==> config.mk <==
export PLATFORM = sky130hd
export DESIGN_NAME = switch_conditioner
export DESIGN_NICKNAME = d
export VERILOG_FILES = /design/src/rtl/switch_conditioner.sv
export SDC_FILE = /design/constraint.sdc
export NUM_CORES = 1
export LEC_CHECK = 0
export CAP_MARGIN = 20
export CORE_ASPECT_RATIO = 1.75
export CORE_MARGIN = 2
export CORE_UTILIZATION = 49
export DETAILED_ROUTE_END_ITERATION = 6
export PLACE_DENSITY = 0.77
export SYNTH_ARGS = -nofsm -noshare
export SYNTH_HDL_FRONTEND = slang
export SYNTH_SLANG_ARGS = --single-unit
export TNS_END_PERCENT = 100
==> constraint.sdc <==
create_clock -name clk -period 1.81 [get_ports clk]
set_input_delay 0.362 -clock clk [delete_from_list [all_inputs] [get_ports clk]]
set_output_delay 0.362 -clock clk [all_outputs]
set_load 0.05 [all_outputs]
==> src/rtl/switch_conditioner.sv <==
// ---------------------------------------------------------------------------
// switch_conditioner
//
// Cleans up raw board slide switches before they reach the cycled displayer
// core. Each channel passes through a two-flop synchronizer and then a
// debounce counter. The output level changes only after the synchronized
// input has disagreed with it for DB_CYCLES consecutive cycles. Single-cycle
// rise and fall pulses are registered at the same edge as the level change.
//
// Optional feature, selected with the macro SW_TOGGLE_EN:
//   defined   - sw_toggle[i] inverts at every edge that raises sw_rise[i].
//               This turns a momentary key into a latched enable.
//   undefined - sw_toggle is tied to zero and no toggle registers exist.
//
// Parameters:
//   WIDTH        number of independent switch channels (>= 1)
//   FREQ         clk frequency in Hz
//   DEBOUNCE_MS  required stable time in milliseconds
//
// Ports:
//   clk        in   1      system clock, rising edge
//   rst        in   1      asynchronous active-low reset
//   sw_in      in   WIDTH  raw asynchronous switch levels
//   sw_level   out  WIDTH  debounced, synchronized level
//   sw_rise    out  WIDTH  one-cycle pulse on a level 0->1 change
//   sw_fall    out  WIDTH  one-cycle pulse on a level 1->0 change
//   sw_toggle  out  WIDTH  per-channel toggle state (zero unless SW_TOGGLE_EN)
// ---------------------------------------------------------------------------
module switch_conditioner #(
    parameter int WIDTH       = 2,
    parameter int FREQ        = 25_000_000,
    parameter int DEBOUNCE_MS = 10
) (
    input  logic             clk,
    input  logic             rst,
    input  logic [WIDTH-1:0] sw_in,
    output logic [WIDTH-1:0] sw_level,
    output logic [WIDTH-1:0] sw_rise,
    output logic [WIDTH-1:0] sw_fall,
    output logic [WIDTH-1:0] sw_toggle
);

    // A very slow clock or a zero stable time would give a count of 0.
    // Clamp it to 1 so the level still changes after one stable cycle.
    localparam int DB_RAW    = FREQ / 1000 * DEBOUNCE_MS;
    localparam int DB_CYCLES = (DB_RAW < 1) ? 1 : DB_RAW;
    localparam int CNT_W     = $clog2(DB_CYCLES + 1);

    // The counter reaches this value on the last mismatching cycle and
    // then clears, so it can never wrap.
    localparam logic [CNT_W-1:0] CNT_MAX = CNT_W'(DB_CYCLES - 1);

    logic [WIDTH-1:0]            s1;
    logic [WIDTH-1:0]            s2;
    logic [WIDTH-1:0][CNT_W-1:0] cnt;
    logic [WIDTH-1:0][CNT_W-1:0] cnt_nxt;
    logic [WIDTH-1:0]            level_nxt;
    logic [WIDTH-1:0]            rise_nxt;
    logic [WIDTH-1:0]            fall_nxt;

    // Two-stage synchronizer. Only s2 may be used downstream. s1 is allowed
    // to go metastable and gets a full cycle to settle.
    always_ff @(posedge clk or negedge rst) begin
        if (!rst) begin
            s1 <= '0;
            s2 <= '0;
        end else begin
            s1 <= sw_in;
            s2 <= s1;
        end
    end

    // Per-channel debounce decision. Any cycle where s2 agrees with the
    // current level clears the count, so a bounce inside the window forces
    // a full restart. When the count is already at its maximum and s2 still
    // disagrees, the level takes the value of s2. The matching edge pulse is
    // produced in the same cycle, so it lines up with the new level.
    always_comb begin
        level_nxt = sw_level;
        rise_nxt  = '0;
        fall_nxt  = '0;
        cnt_nxt   = '0;
        for (int i = 0; i < WIDTH; i++) begin
            if (s2[i] != sw_level[i]) begin
                if (cnt[i] == CNT_MAX) begin
                    level_nxt[i] = s2[i];
                    rise_nxt[i]  = s2[i];
                    fall_nxt[i]  = ~s2[i];
                end else begin
                    cnt_nxt[i] = cnt[i] + 1'b1;
                end
            end
        end
    end

    // Debounce state and registered outputs. The pulses are registered here
    // so that they can never glitch on their way to the displayer.
    always_ff @(posedge clk or negedge rst) begin
        if (!rst) begin
            cnt      <= '0;
            sw_level <= '0;
            sw_rise  <= '0;
            sw_fall  <= '0;
        end else begin
            cnt      <= cnt_nxt;
            sw_level <= level_nxt;
            sw_rise  <= rise_nxt;
            sw_fall  <= fall_nxt;
        end
    end

`ifdef SW_TOGGLE_EN
    // Latched toggle. It flips at the same edge that raises sw_rise, so each
    // change of the toggle appears in the same cycle as its rise pulse.
    always_ff @(posedge clk or negedge rst) begin
        if (!rst) begin
            sw_toggle <= '0;
        end else begin
            sw_toggle <= sw_toggle ^ rise_nxt;
        end
    end
`else
    // Feature disabled: the toggle output is held at zero.
    assign sw_toggle = '0;
`endif

endmodule

==> impl_metrics.py, run 1 <==
metrics = {
    "status": {
        "status": "complete, but fails checks",
        "violations": "negative setup slack",
    },
    "yosys": {
        "synth-seq-area-share_pct": 53.2,
        "synth_edf_count": 0,
        "synth_seq_cells": 46,
        "syn_area_per_cell_um2": 10.4,
        "ys_warn_count": 0,
        "ys_types": 35,
        "ys.flop_type": "dfrtp_1",
        "netlist_area_um2": 2160,
        "postSynthCellCount": 208,
        "async_flop_share_pct": 100,
    },
    "placed_design": {
        "io_buffer_count": 9,
        "hpwlAfterDp_um": 3200,
        "placedInstanceArea_um2": 2480,
        "globalplace.congestion": 0.842,
    },
    "sta": {
        "hold_viol": 0,
        "finalWorstSetupSlack_ns": -0.00186,
        "maxSlewHeadroom_pct": 59.0,
        "timing.final.crit_share_pct": 100,
        "fmax_mhz": 552,
        "rsz0062_at_grt": "true",
        "tightestPinTransition_ns": 0.610,
        "final_max_slew_viol_count": 0,
        "fin_skew_ns": 0.00951,
        "whs_ns": 0.0251,
        "setup_violations": 1,
        "period_needed_ns": 1.81,
    },
    "routing": {
        "routed_wirelength_um": 4530,
        "num_vias": 1679,
        "avgRoutedWirePerCell_um": 15.2,
        "viasPerCell": 5.63,
        "drtPass1Iterations": 4,
        "drt-initial-drc-count": 45,
        "antenna_left": 0,
        "drcViolationCount": 0,
    },
    "cts": {
        "clk_pin_slew_ns": 0.09,
        "clkSinkCount": 46,
        "cts_buffer_depth": 2,
        "cts_tree": "built",
        "cts.hold.buffers_added": 0,
        "clkLatencyLatePin_ns": 0.30,
        "cts_made_buffers": 5,
        "h-tree-depth": 2,
        "cts_root_buf": "clkbuf_8",
    },
    "critical_path": {
        "path_class": "reg -> reg",
        "required_ns": 2.00,
        "critPathMaxFanout": 3,
        "start_kind": "register",
        "arrival_ns": 2.00,
        "end_kind": "register",
    },
    "power": {
        "leakagePower_nw": 1.18,
        "netSwitchingFraction_pct": 21.3,
        "vdd_drop_max_uv": 625,
        "power_w": 0.00189,
        "p_sw_w": 0.000404,
        "p_int_w": 0.00149,
        "power_frac_clock_pct": 39.5,
        "pwr-share-comb_pct": 4.7,
        "power_density_nw_per_um2": 708,
        "pwr-share-seq_pct": 55.8,
    },
    "global_routing": {
        "antenna_found_initial": 0,
        "globalRouteOverflowTotal": 0,
        "grt_pass1_wl_um": 7310,
        "grt.total_usage_pct": 20.3,
        "first_global_vias": 1717,
        "grt_max_degree": 47,
    },
    "cells_and_area": {
        "stdcell_area_um2": 2670,
        "fin_nets": 252,
        "fillCellCount": 342,
        "regArea_um2": 1150,
        "syn_to_final_growth_pct": 23.5,
        "multi_input_area_um2": 1010,
        "final_layout_size_suffix_gt1_share_pct": 23.5,
        "num_antenna_cells": 0,
    },
    "die": {
        "die_h_um": 91.9,
        "rows": 32,
        "die_x_um": 54.2,
        "start_util_pct": 50.0,
        "die_area_um2": 4980,
        "top_level_ports": 12,
        "coreArea_um2": 4320,
    },
    "job": {
        "maxCapViolCount": 0,
    },
    "worst_hold_path": {
        "min_path_type": "in -> async",
    },
}
## per-layer routing
| metal | vias to the layer above | share of wire (%) | global-route usage (%) |
|---|---|---|---|
| li1 | 803 | - | - |
| met1 | 834 | 38 | 20.4 |
| met5 | - | 0 | 0 |
| met4 | 0 | 4.2 | 13.8 |
| met3 | 15 | 1.9 | 4.23 |
| met2 | 27 | 56 | 34.9 |
## cells in the final DEF (no fill, tap or decap), drive strengths merged, types with 3 or more instances in the layout
cell    count
nor2       33
xnor2      17
o21ai       6
clkbuf      7
nand3      13
nor3        4
dfrtp      46
or3         4
buf        33
and3        6
inv         4
nor3b       4
nor4        8
a21oi       6
nand4      14
and4        3
xor2       11
nand2       6
or4         3
## per-stage QoR
| stage | setup TNS [ns] | worst slack, ns | std cells | utilization [%] |
|---|---|---|---|---|
| global placement | 0 | 0.0206 | 287 | 57.4 |
| global route | -0.0954 | -0.0330 | 298 | 61.8 |
| detailed placement | -0.153 | -0.0584 | 287 | 57.4 |
| floorplan | 0 | 0.000741 | 209 | - |
| finish | -0.00186 | -0.00186 | 298 | 61.8 |
| CTS | 0 | 0.00280 | 296 | 60.4 |
## timing repair
action / in CTS / in global routing
gates resized for setup: 4 / 11
setup buffers: 1 / 2
cloned: 0 / 0
pin swaps: 0 / 2
setup endpoints to repair: 4 / 13
## registers in the layout (all words and copies together) (netlist names)
signal    cells
cnt          36
s2            2
sw_rise       2
sw_level      2
sw_fall       2
s1            2
## final timing paths
path,startpoint,to,slack (ns),cells past startpoint
setup reg to reg,cnt[31],sw_level[1],-0.002,3
hold / removal,rst,cnt[19],0.03,2
max in group asynchronous,rst,cnt[22],1.55,2
setup / recovery,cnt[31],sw_level[1],-0.002,3
hold reg to reg,s1[0],s2[0],0.35,0
min in group clk,s1[0],s2[0],0.35,0
## power by group through the flow
stage | sequential [W] | combinational (W) | clock [W]
global route | 0.00106 | 0.0000982 | 0.000816
finish | 0.00106 | 0.0000884 | 0.000749
floorplan | 0.00107 | 0.0000420 | 0
CTS | 0.00106 | 0.0000902 | 0.000771
global placement | 0.00107 | 0.0000879 | 0
detailed placement | 0.00108 | 0.0000900 | 0
## cell usage after synthesis (all sizes together) (3+ instances only)
master | count | share of area [%]
dfrtp | 46 | 53
nor2 | 33 | 5.7
xnor2 | 17 | 6.9
nand4 | 14 | 4.0
nand3 | 13 | 3.0
xor2 | 11 | 4.5
nor4 | 8 | 2.3
a21oi | 6 | 1.4
and3 | 6 | 1.8
nand2 | 6 | 1.0
o21ai | 6 | 1.4
clkbuf | 4 | 0.75
inv | 4 | 0.69
nor3 | 4 | 0.93
nor3b | 4 | 1.4
or3 | 4 | 1.2
and4 | 3 | 1.2
buf | 3 | 0.92
or4 | 3 | 1.4
## cell families (layout without fill, tap and decap cells)
logic type	Yosys count	in the layout	share of synthesized area, %
AO/OA/AOI/OAI	14	14	4.45
other	1	2	0.173
XOR/XNOR	28	28	11.3
AND/OR/NAND/NOR	104	104	26.1
multiplexers	2	2	1.21
buffers and inverters	11	49	2.37
flip-flops	46	46	53.2
adder cells (fa/ha/maj)	2	2	1.16
## layout make-up
class / instances / area share, %
flip-flops and latches: 46 / 43.2
clock buffers: 7 / 2.86
repair buffers: 37 / 11.9
multi-input cells: 152 / 37.9
inverters: 4 / 0.562
clock inverters: 1 / 1.12
well taps: 51 / 2.39
## worst max-delay path: stages, from the launching register on
cell and delay, ns:
dfrtp_1 0.40, or4_4 0.52, or4_4 0.46, mux2_4 0.32
No activity file was read; power rests on OpenSTA's default activity.
==> inputs of run 2 (changes only) <==
- SLEW_MARGIN: not set -> 20
==> results of run 2 <==
Final layout, timing and power as in run 1 (identical DEF).
==> inputs of run 3 (changes only) <==
- CORE_UTILIZATION: 49 -> 35
- PLACE_DENSITY: 0.77 -> 0.6
==> impl_metrics.py, run 3 (synthesis results as in run 1) <==
metrics = {
    "placed_design": {
        "hpwlAfterDp_um": 3200,
        "place_inst": 316,
        "globalplace.congestion": 0.799,
        "pre_cts_slack_ns": 0.0209,
        "io_buffer_count": 9,
    },
    "sta": {
        "finalWorstSetupSlack_ns": 0.0127,
        "fmax_mhz": 556,
        "whs_ns": 0.0281,
        "setup_violations": 0,
        "fin_tns_setup_ns": 0,
        "final_max_slew_viol_count": 0,
        "hold_viol": 0,
        "timing.final.crit_share_pct": 99.3,
        "rsz0062_at_grt": "true",
        "fin_skew_ns": 0.00615,
        "period_needed_ns": 1.80,
    },
    "cts": {
        "cts_root_buf": "clkbuf_8",
        "cts_tree": "built",
        "cts_made_buffers": 5,
        "cts_buffer_depth": 2,
        "h-tree-depth": 2,
        "clkLatencyLatePin_ns": 0.30,
        "clk_pin_slew_ns": 0.09,
        "clkSinkCount": 46,
        "cts.hold.buffers_added": 0,
    },
    "critical_path": {
        "cp_common_cell": "or4_4",
        "r2r-start": "cnt[28]",
        "crit_slowest_cell": "or4_4",
        "start_kind": "register",
        "worst-path-buf-inv": 0,
        "cp_slowest_stage_delay_ns": 0.54,
        "r2r-end": "sw_level[1]",
        "path_class": "reg -> reg",
        "end_kind": "register",
        "path_cells": "or4_4 > or4_4 > mux2_4",
        "required_ns": 2.00,
        "critPathMaxFanout": 4,
        "r2r_cells": 3,
        "reg2reg_slack_ns": 0.01,
        "arrival_ns": 1.99,
        "cpLargestDelayFamily": "simple AND/OR/NAND/NOR gates",
    },
    "routing": {
        "viasPerCell": 5.05,
        "drt-initial-drc-count": 49,
        "drtPass1Iterations": 4,
        "avgRoutedWirePerCell_um": 13.9,
        "num_vias": 1645,
        "drcViolationCount": 0,
        "routed_wirelength_um": 4540,
        "antenna_left": 0,
    },
    "die": {
        "die_area_um2": 6850,
        "start_util_pct": 36.5,
        "rows": 37,
        "top_level_ports": 12,
        "coreArea_um2": 5930,
        "die_x_um": 63.4,
        "die_h_um": 108,
    },
    "cells_and_area": {
        "final_cells": 326,
        "num_antenna_cells": 0,
        "final_cell_mix": "45 x dfrtp_1, 33 x nor2_1, 33 x buf_4",
        "syn_to_final_growth_pct": 23.0,
        "layout_commonest_cell": "dfrtp_1",
        "top_register": "cnt",
        "final_layout_size_suffix_gt1_share_pct": 23.0,
        "largest_reg_flops": 36,
        "fin_nets": 253,
    },
    "global_routing": {
        "antenna_found_initial": 0,
        "globalRouteOverflowTotal": 0,
        "grt_pass1_wl_um": 7550,
        "first_global_vias": 1630,
        "grt_max_degree": 47,
        "grt.total_usage_pct": 14.2,
    },
    "worst_hold_path": {
        "min_path_type": "in -> async",
    },
    "power": {
        "vdd_drop_max_uv": 429,
        "power_density_nw_per_um2": 678,
        "leakagePower_nw": 1.15,
        "power_w": 0.00180,
    },
    "job": {
        "maxCapViolCount": 0,
    },
    "status": {
        "status": "finished, final reports clean",
    },
}
[run 3: cell count changes in the layout (fill, tap and decap cells not counted), moves of 2 or more]
cell and change:
dfrtp_2 -2, dlymetal6s2s_1 -2, nor3b_1 +2, nor3b_2 -2, buf_4 +4, dfrtp_1 +2
[run 3: layout make-up]
type | count | area, um^2
Clock buffer | 7 | 86.3
Clock inverter | 1 | 5.00
Fill cell | 617 | 3260
Inverter | 4 | 15.0
Multi-Input combinational cell | 152 | 992
Sequential cell | 46 | 1150
Tap cell | 78 | 97.6
Timing Repair Buffer | 38 | 313
[run 3: worst max path at each step]
stage	startpoint	end	slack [ns]	depth (start not counted)
5_1_grt	cnt[26]	sw_level[1]	-0.04	4
2_1_floorplan	cnt[28]	sw_level[1]	0.0007	3
4_1_cts	cnt[28]	sw_level[1]	0.009	3
6_report	cnt[28]	sw_level[1]	0.01	3
3_3_place_gp	cnt[28]	sw_level[1]	0.04	3
3_5_place_dp	cnt[28]	sw_level[1]	0.02	3
[run 3: through the flow]
stage | area (um^2) | util [%]
final | 2660 | 44.9
after global routing | 2660 | 44.9
after CTS | 2620 | 44.2
after detailed placement | 2530 | 42.6
after global placement | 2530 | 42.6
after floorplan | 2170 | -
[run 3: metal layers]
layer / global-route usage (%) / share of wire (%) / up-vias
li1: - / - / 811
met1: 15.1 / 39 / 808
met2: 26.5 / 56 / 16
met3: 2.50 / 1.8 / 10
met4: 7.45 / 2.8 / 0
met5: 0 / 0 / -
[run 3: worst register-to-register path, stage by stage, from the launching register on]
cell     delay [ns]
dfrtp_1        0.38
or4_4          0.54
or4_4          0.46
mux2_4         0.31
[run 3: repair_timing]
action,4_1_cts,5_1_grt
setup endpoints to repair,0,6
setup buffers,0,2
resized for setup,0,6
[run 3: where the power goes]
group	switching (W)	leakage (nW)	internal, W
Combinational	0.0000564	0.470	0.0000364
Sequential	0.0000127	0.627	0.00104
Clock	0.000348	0.0482	0.000309
Total	0.000417	1.15	0.00139
